**src/rtl/uart_pkg.sv**
```systemverilog
// Shared definitions for the UART transmitter and receiver.
//   uart_state_t       : frame state encoding (IDLE..STOP = 0..4), common to TX and RX
//   DATA_BITS          : payload bits per frame
//   OVERSAMPLE_DEFAULT : default clock cycles per bit
//   parity_bit()       : even/odd parity of a data byte
package uart_pkg;

    typedef enum logic [2:0] {
        IDLE   = 3'd0,
        START  = 3'd1,
        DATA   = 3'd2,
        PARITY = 3'd3,
        STOP   = 3'd4
    } uart_state_t;

    localparam int unsigned DATA_BITS          = 8;
    localparam int unsigned OVERSAMPLE_DEFAULT = 16;

    // Even parity is the XOR of the data; odd parity is its inverse.
    function automatic logic parity_bit(input logic [DATA_BITS-1:0] data, input logic odd);
        return (^data) ^ odd;
    endfunction

endpackage

```
**src/rtl/uart_transmitter_if.sv**
```systemverilog
// Byte handshake between a data source and the UART transmitter.
//   TX_Data  : byte to send, held by the source until accepted
//   Valid_tx : TX_Data is valid
//   Ready_tx : transmitter holding buffer is empty
// A transfer happens on any clock edge where Valid_tx & Ready_tx.
interface uart_transmitter_if;

    logic [uart_pkg::DATA_BITS-1:0] TX_Data;
    logic                           Valid_tx;
    logic                           Ready_tx;

    modport master (output TX_Data, output Valid_tx, input Ready_tx);
    modport slave  (input TX_Data, input Valid_tx, output Ready_tx);

endinterface

```
**src/rtl/uart_bit_timer.sv**
```systemverilog
// Bit-period timer: free-running counter 0..OVERSAMPLE-1 with synchronous clear.
//   clk      : clock
//   reset    : synchronous, active-high
//   clear    : synchronous clear, holds the counter at 0
//   bit_done : high in the last cycle of each bit period
module uart_bit_timer #(
    parameter int unsigned OVERSAMPLE = 16
) (
    input  logic clk,
    input  logic reset,
    input  logic clear,
    output logic bit_done
);

    localparam int unsigned CNT_W = (OVERSAMPLE > 1) ? $clog2(OVERSAMPLE) : 1;
    localparam logic [CNT_W-1:0] LAST = CNT_W'(OVERSAMPLE - 1);

    logic [CNT_W-1:0] count;

    always_ff @(posedge clk) begin
        if (reset || clear) begin
            count <= '0;
        end else if (count == LAST) begin
            count <= '0;
        end else begin
            count <= count + CNT_W'(1);
        end
    end

    assign bit_done = (count == LAST);

endmodule

```
**src/rtl/uart_transmitter.sv**
```systemverilog
// UART transmitter: start, 8 data bits LSB-first, optional parity, stop.
// Each bit lasts exactly OVERSAMPLE clock cycles. A one-entry holding buffer
// lets the next byte be accepted while the current frame is on the line.
//   clk      : clock and bit-timing reference
//   reset    : synchronous, active-high; aborts any frame in progress
//   tx_bus   : byte handshake (TX_Data / Valid_tx / Ready_tx)
//   TXD      : registered serial line, idles high
//   Busy_tx  : high while a frame is on the line
//   Done_tx  : one-cycle pulse in the last cycle of a stop bit
module uart_transmitter
    import uart_pkg::*;
#(
    parameter int unsigned OVERSAMPLE = OVERSAMPLE_DEFAULT,
    parameter bit          PARITY_EN  = 1'b1,
    parameter bit          PARITY_ODD = 1'b0
) (
    input  logic                clk,
    input  logic                reset,
    uart_transmitter_if.slave   tx_bus,
    output logic                TXD,
    output logic                Busy_tx,
    output logic                Done_tx
);

    localparam logic [2:0] LAST_BIT = 3'(DATA_BITS - 1);

    uart_state_t          state;
    logic [DATA_BITS-1:0] buf_data;
    logic [DATA_BITS-1:0] shift;
    logic                 buf_full;
    logic [2:0]           bit_index;
    logic                 txd_q;
    logic                 busy_q;
    logic                 bit_done;
    logic                 accept;
    logic                 load;

    // Ready depends only on registered state, never on Valid_tx.
    assign tx_bus.Ready_tx = !buf_full;
    assign accept          = tx_bus.Valid_tx && !buf_full;
    // The shifter is loaded from IDLE or straight out of the last stop cycle.
    assign load            = buf_full && ((state == IDLE) || ((state == STOP) && bit_done));

    assign TXD     = txd_q;
    assign Busy_tx = busy_q;
    assign Done_tx = (state == STOP) && bit_done;

    // Held clear in IDLE so the start bit begins a fresh bit period.
    uart_bit_timer #(
        .OVERSAMPLE (OVERSAMPLE)
    ) u_bit_timer (
        .clk      (clk),
        .reset    (reset),
        .clear    (state == IDLE),
        .bit_done (bit_done)
    );

    always_ff @(posedge clk) begin
        if (reset) begin
            state     <= IDLE;
            buf_data  <= '0;
            buf_full  <= 1'b0;
            shift     <= '0;
            bit_index <= '0;
            txd_q     <= 1'b1;
            busy_q    <= 1'b0;
        end else begin
            if (accept) begin
                buf_data <= tx_bus.TX_Data;
                buf_full <= 1'b1;
            end
            // accept and load are mutually exclusive: load needs a full buffer.
            if (load) begin
                shift     <= buf_data;
                bit_index <= '0;
                buf_full  <= 1'b0;
            end

            unique case (state)
                IDLE: begin
                    txd_q <= 1'b1;
                    if (load) begin
                        state  <= START;
                        txd_q  <= 1'b0;
                        busy_q <= 1'b1;
                    end
                end
                START: begin
                    if (bit_done) begin
                        state     <= DATA;
                        bit_index <= '0;
                        txd_q     <= shift[0];
                    end
                end
                DATA: begin
                    if (bit_done) begin
                        if (bit_index == LAST_BIT) begin
                            if (PARITY_EN) begin
                                state <= PARITY;
                                txd_q <= parity_bit(shift, PARITY_ODD);
                            end else begin
                                state <= STOP;
                                txd_q <= 1'b1;
                            end
                        end else begin
                            bit_index <= bit_index + 3'd1;
                            txd_q     <= shift[bit_index + 3'd1];
                        end
                    end
                end
                PARITY: begin
                    if (bit_done) begin
                        state <= STOP;
                        txd_q <= 1'b1;
                    end
                end
                STOP: begin
                    if (bit_done) begin
                        if (load) begin
                            state <= START;
                            txd_q <= 1'b0;
                        end else begin
                            state  <= IDLE;
                            txd_q  <= 1'b1;
                            busy_q <= 1'b0;
                        end
                    end
                end
                default: begin
                    state  <= IDLE;
                    txd_q  <= 1'b1;
                    busy_q <= 1'b0;
                end
            endcase
        end
    end

endmodule
```
**src/flat_wrapper.sv**
```systemverilog
// flat-port wrapper written by rule: the top's interface ports become plain ports
module uart_transmitter_flat import uart_pkg::*;
#(
    parameter int unsigned OVERSAMPLE = OVERSAMPLE_DEFAULT,
    parameter bit          PARITY_EN  = 1'b1,
    parameter bit          PARITY_ODD = 1'b0
)
  (clk, reset, TXD, Busy_tx, Done_tx, tx_bus_TX_Data, tx_bus_Valid_tx, tx_bus_Ready_tx);
  uart_transmitter_if tx_bus_i ();
  input  logic clk;
  input  logic reset;
  output logic TXD;
  output logic Busy_tx;
  output logic Done_tx;
  input wire logic [$bits(tx_bus_i.TX_Data)-1:0] tx_bus_TX_Data;
  input wire logic [$bits(tx_bus_i.Valid_tx)-1:0] tx_bus_Valid_tx;
  output wire logic [$bits(tx_bus_i.Ready_tx)-1:0] tx_bus_Ready_tx;
  assign tx_bus_i.TX_Data = tx_bus_TX_Data;
  assign tx_bus_i.Valid_tx = tx_bus_Valid_tx;
  assign tx_bus_Ready_tx = tx_bus_i.Ready_tx;
  uart_transmitter #(.OVERSAMPLE(OVERSAMPLE), .PARITY_EN(PARITY_EN), .PARITY_ODD(PARITY_ODD)) u_core (.clk(clk), .reset(reset), .tx_bus(tx_bus_i), .TXD(TXD), .Busy_tx(Busy_tx), .Done_tx(Done_tx));
endmodule
```
**config.mk**
```make
export PLATFORM = sky130hd
export DESIGN_NAME = uart_transmitter_flat
export DESIGN_NICKNAME = d
export VERILOG_FILES = /design/src/rtl/uart_pkg.sv /design/src/rtl/uart_transmitter_if.sv /design/src/rtl/uart_bit_timer.sv /design/src/rtl/uart_transmitter.sv /design/src/flat_wrapper.sv
export SDC_FILE = /design/constraint.sdc
export NUM_CORES = 1
export LEC_CHECK = 0
export CAP_MARGIN = 30
export CORE_ASPECT_RATIO = 0.6
export CORE_MARGIN = 1
export CORE_UTILIZATION = 40
export CTS_BUF_LIST = sky130_fd_sc_hd__clkbuf_4 sky130_fd_sc_hd__clkbuf_8
export CTS_CLUSTER_SIZE = 30
export DETAILED_ROUTE_END_ITERATION = 10
export GPL_TIMING_DRIVEN = 0
export PLACE_DENSITY_LB_ADDON = 0.1
export SLEW_MARGIN = 20
export SYNTH_ARGS = -nofsm -noshare
export SYNTH_HDL_FRONTEND = slang
export SYNTH_HIERARCHICAL = 1
export SYNTH_SLANG_ARGS = --single-unit
```
**constraint.sdc**
```tcl
create_clock -name clk -period 2.2 [get_ports clk]
set_input_delay 0.55 -clock clk [delete_from_list [all_inputs] [get_ports clk]]
set_output_delay 0.55 -clock clk [all_outputs]
set_load 0.01 [all_outputs]
```
# Word level (Yosys, flattened, before mapping)
# Index checks and enable logic that the tools add are counted.
# classes
n_reduce_logical	14
eq_ne	13
bitwise_logic	1
addsub	2
n_lt_le_gt_ge	1
mux	26
# op_table
op	n
two-way mux 3 bit	10
one-hot mux 3 bit (5 select lines)	1
inequality test 2 x 1 -> 1 bit (second input constant)	6
two-way mux 1 bit	11
AND reduction 4 bit	2
parity 8 bit	1
== test 3 x 2 -> 1 bit (second input constant)	2
== test 3 bit (second input constant)	2
one-hot mux 3 bit (2 select lines)	1
AND reduction 6 bit	1
one-hot mux 1 bit (5 select lines)	1
adder 4 x 1 -> 4 bit (second input constant)	1
== test 4 bit (second input constant)	1
less-than comparator 3 x 4 -> 1 bit (second input constant)	1
OR reduction 2 bit	2
adder 3 x 1 -> 3 bit (second input constant)	1
binary-select mux 1 bit (select 3 bit)	1
== test 3 x 1 -> 1 bit (second input constant)	1
logical AND 1 bit	3
zero test 3 bit	1
one-hot mux 1 bit (3 select lines)	1
OR reduction 3 bit	1
logical OR 1 bit	2
inequality test 2 bit (second input constant)	1
other kinds (2)	2
# totals
reg_bits	29
in_bits	11
word_cells	65
output_inout_bits	4

# Longest topological paths before layout
# logic_depth
word_depth	8
depth_mapped	9
ltp_nobuf	8

# Cells and area by module
# Netlist, hierarchy kept.
# modules_own_cells
mod	area_per_inst_um2	cells_each	instances	seq_area_each_um2
uart_transmitter	1193.6	124	1	500.5
uart_bit_timer	157.7	16	1	80.1

# Least setup slack after synthesis
# No wires, ideal clock.
# synth_path
kind	reg2reg
start	register u_core.bit_index[0]
end	register u_core.txd_q, in the netlist u_core/TXD
t_required_ns	2.067
arrival_ns	1.594
stages_incl_launch_ff	6
setup_time_ns	0.133
n_path_buf	0
synth_period_minus_slack_ns	1.726
slack_ns	0.474
path_cell_list	dfxtp_1 -> ha_1 -> mux4_1 -> nor2b_1 -> a211oi_1 -> o21ai_1
# synth_between
elab_chain_cells	6
elab_cells_between_ends	7
cone_classes	1 x add/sub; 1 x eq/ne; 5 x mux
# synth_rtl
element	line_no	rtl
start: declaration	uart_transmitter.sv:31	logic [2:0] bit_index;
start signal: assignment	uart_transmitter.sv:106	bit_index <= bit_index + 3'd1;
adder 3 x 1 -> 3 bit	uart_transmitter.sv:107	txd_q <= shift[bit_index + 3'd1];
binary-select mux 1 bit (select 3 bit)	uart_transmitter.sv:107	
two-way mux 1 bit (implied by the code)	uart_transmitter.sv:107	
two-way mux 1 bit (*)	uart_transmitter.sv:97	if (bit_index == LAST_BIT) begin
two-way mux 1 bit (*)	uart_transmitter.sv:96	if (bit_done) begin
one-hot mux 1 bit (5 select lines) (*)	uart_transmitter.sv:79	unique case (state)
end signal: assignment	uart_transmitter.sv:92	txd_q <= shift[0];
end signal: assignment	uart_transmitter.sv:100	txd_q <= parity_bit(shift, PARITY_ODD);
end signal: assignment	uart_transmitter.sv:107	
end: declaration	uart_transmitter.sv:32	logic txd_q;
# Every way passes the cells marked *; elsewhere a longest branch is shown, timed or not. The select of a mux whose other input is x is not followed.
# A chain may end at the register's enable or synchronous reset.

# Worst setup path after layout
# layout_path
start	register u_core.u_bit_timer.count[0]
end	output Done_tx
# layout_between
elab_chain_cells	2
# layout_rtl
element	line_no	rtl
start: declaration	uart_bit_timer.sv:18	logic [CNT_W-1:0] count;
start signal: assignment	uart_bit_timer.sv:26	count <= count + CNT_W'(1);
== test 4 bit	uart_bit_timer.sv:30	assign bit_done = (count == LAST);
net u_core.bit_done	uart_transmitter.sv:34	logic bit_done;
logical AND 1 bit	uart_transmitter.sv:46	assign Done_tx = (state == STOP) && bit_done;
end: declaration	flat_wrapper.sv:14	output logic Done_tx;
# The timed path passes the listed nets, and every way through them passes these cells.

==> flow_metrics.env <==
export IMPL_status="finished, final reports clean"
export IMPL_nNetsFinal=175
export IMPL_hp_start="u_core/u_bit_timer/count[0]$_SDFF_PP0_"
export IMPL_grt_pass1_wl_um=4420
export IMPL_rr_endpoint="u_core/TXD$_SDFFE_PP1P_"
export IMPL_cts_root_buffer="clkbuf_8"
export IMPL_num_rows=15
export IMPL_track_usage_pct=17.1
export IMPL_antenna_found_initial=0
export IMPL_syn_num_nets=154
export IMPL_mostFrequentLayoutCells="29 x dfxtp_1, 26 x nor2_1, 17 x mux2i_1"
export IMPL_powerDensity_nw_per_um2=775
export IMPL_area_growth_pct=23.0
export IMPL_final_max_slew_viol_count=0
export IMPL_whs_path_depth=1
export IMPL_path_clk_slew_ps=60
export IMPL_tightest_slew_ps=546
export IMPL_cts_max_level=2
export IMPL_slew_headroom_pct=63.6
export IMPL_post_route_util_pct=54.7
export IMPL_path_cells="ha_1 -> nand3_1 -> inv_1 -> buf_4 -> and3_1 -> clkbuf_2"
export IMPL_layout_commonest_cell="dfxtp_1"
export IMPL_n_antenna_cell=0
export IMPL_min_to="u_core/u_bit_timer/count[0]$_SDFF_PP0_"
export IMPL_crit_path_end_kind="output port"
export IMPL_io_pins=15
export IMPL_critPathMaxFanout=10
export IMPL_synth_edf_count=0
export IMPL_clkLatencyLatePin_ps=280
export IMPL_min_period_ps=2010
export IMPL_vias_per_cell=4.94
export IMPL_layout_drive_gt1_share_pct=13.0
export IMPL_grt_start_max_net_pins=11
export IMPL_routed_wl_um=2580
export IMPL_cts_buffers=5
export IMPL_tns_ps=0
export IMPL_start_kind="flip-flop"
export IMPL_ys_warn_count=6
export IMPL_preCtsSetupSlack_ps=20.6
export IMPL_drt_iter0_drc=64
export IMPL_cts_tree="done"
export IMPL_firstDrtPassIters=4
export IMPL_required_ps=1650
export IMPL_route_detailed_drc=0
export IMPL_cts_setup_buffers=0
export IMPL_cts_buffer_depth=2
export IMPL_skew_ps=4.80
export IMPL_p_leak_nw=0.684
export IMPL_dp_hpwl_um=1960
export IMPL_die_area_um2=3620
export IMPL_r2r_start="u_core/bit_index[0]$_SDFF_PP0_"
export IMPL_avgSynthCellArea_um2=9.65
export IMPL_die_w_um=77.0
export IMPL_grt_setup_unrepaired="no"
export IMPL_io_buffers=14
export IMPL_report_final_hold_viol_count=0
export IMPL_wl_per_cell_um=12.6
export IMPL_yosysSeqAreaShare_pct=43.0
export IMPL_initial_core_util_pct=44.4
export IMPL_reg2reg_setup_slack_ps=320
export IMPL_synthArstFlopShare_pct=0
export IMPL_cp_slowest_cell="dfxtp_1"
export IMPL_gp_congestion=0.789
export IMPL_setup_viol=0
export IMPL_vias=1008
export IMPL_grt_remaining_overflow=0
export IMPL_reg2regPathDepth=5
export IMPL_synth_flop_cell="dfxtp_1"
export IMPL_synth_cell_area_um2=1350
export IMPL_fin_ws_ps=194
export IMPL_crit_family="flip-flops"
export IMPL_hold_buffers=0
export IMPL_drv_cap=0
export IMPL_cts_sinks=29
export IMPL_path_buf_inv=3
export IMPL_die_h_um=47.0
export IMPL_vdd_drop_max_uv=407
export IMPL_critPathKind="reg -> out"
export IMPL_synthDistinctLibCells=36
export IMPL_slowest_delay_ps=350
export IMPL_cp_arrival_ps=1460
export IMPL_grt_pass1_vias=927
export IMPL_synthCells=140
export IMPL_fin_crit_sh_pct=91.2
export IMPL_hp_class="reg -> reg"
export IMPL_ys_ff_latch=29
export IMPL_postRouteAntennaNets=0
export IMPL_holdWs_ps=450
export IMPL_max_freq_ghz=0.498
export IMPL_core_um2=3040
## sequential cells by signal, indices dropped and copies added (netlist names)
signal	flops
u_core/buf_data	8
u_core/shift	8
u_core/u_bit_timer/count	4
u_core/bit_index	3
u_core/state	3
u_core/Busy_tx	1
u_core/TXD	1
u_core/buf_full	1
## stage by stage
step,cell area (um2),cells,power [mW]
2_1_floorplan,1350,140,0.675
3_3_place_gp,1540,196,0.723
3_5_place_dp,1540,196,0.727
4_1_cts,1670,204,1.31
5_1_grt,1660,204,1.35
6_report,1660,204,1.29
## worst register-to-register path: stages (launching register included)
cell      delay [ps]
dfxtp_1          360
ha_1             380
mux4_1           550
nor2b_1          140
a211oi_1         210
o21ai_1          100
## power breakdown
part / leakage (nW) / switching [mW] / total (mW) / internal, mW
Combinational: 0.386 / 0.0680 / 0.148 / 0.0805
Sequential: 0.236 / 0.0174 / 0.566 / 0.549
Clock: 0.0619 / 0.192 / 0.573 / 0.381
Total: 0.684 / 0.277 / 1.29 / 1.01
## synthesized netlist by cell type, types with 3 or more instances
library cell / number / area (um2)
xnor2_1: 8 / 70.1
ha_1: 3 / 37.5
dfxtp_1: 29 / 581
nand2_1: 3 / 11.3
inv_1: 3 / 11.3
nand3_1: 3 / 15.0
clkbuf_1: 3 / 11.3
mux2i_1: 17 / 170
nor2_1: 26 / 97.6
buf_2: 3 / 15.0
a21oi_1: 3 / 15.0
o21ai_1: 4 / 20.0
nor3_1: 3 / 15.0
a22oi_1: 3 / 22.5
## how the worst max path moves through the flow
stage	startpoint	end	cells after the start
global placement	u_core/u_bit_timer/count[0]$_SDFF_PP0_	Done_tx	6
detailed placement	u_core/u_bit_timer/count[0]$_SDFF_PP0_	Done_tx	6
finish	u_core/u_bit_timer/count[0]$_SDFF_PP0_	Done_tx	6
CTS	u_core/u_bit_timer/count[0]$_SDFF_PP0_	Done_tx	6
global route	u_core/u_bit_timer/count[0]$_SDFF_PP0_	Done_tx	6
floorplan	u_core/bit_index[0]$_SDFF_PP0_	u_core/TXD$_SDFFE_PP1P_	5
## kinds of logic after synthesis
kind of cell,synth area share [%]
simple gates,17.6
flops,43.0
mux,16.2
compound gates,9.17
buf+inv,4.81
xor+xnor,6.48
fa+ha+maj,2.78
## timing repair
| item | in CTS | in global routing |
|---|---|---|
| gates resized for setup | 2 | 2 |
| endpoints found under the setup margin | 1 | 1 |
| endpoints found under the hold margin | 0 | 0 |
## per-layer routing
metal  vias up  GRT usage, %  wire length [um]
met5         -             0                 0
met4         0          9.06                43
met3         6          5.24                91
met2        15          24.8              1010
met1       450          23.2              1430
li1        537             -                 -
## final cells by class
class,count,area (um2)
flip-flops and latches,29,581
clock buffers,7,90.1
well taps,42,52.6
multi-input cells,99,706
inverters,5,18.8
clock inverters,1,30.0
plain buffers,7,48.8
repair buffers,14,135
fillers,287,1380
No activity file was read; power rests on OpenSTA's default activity.
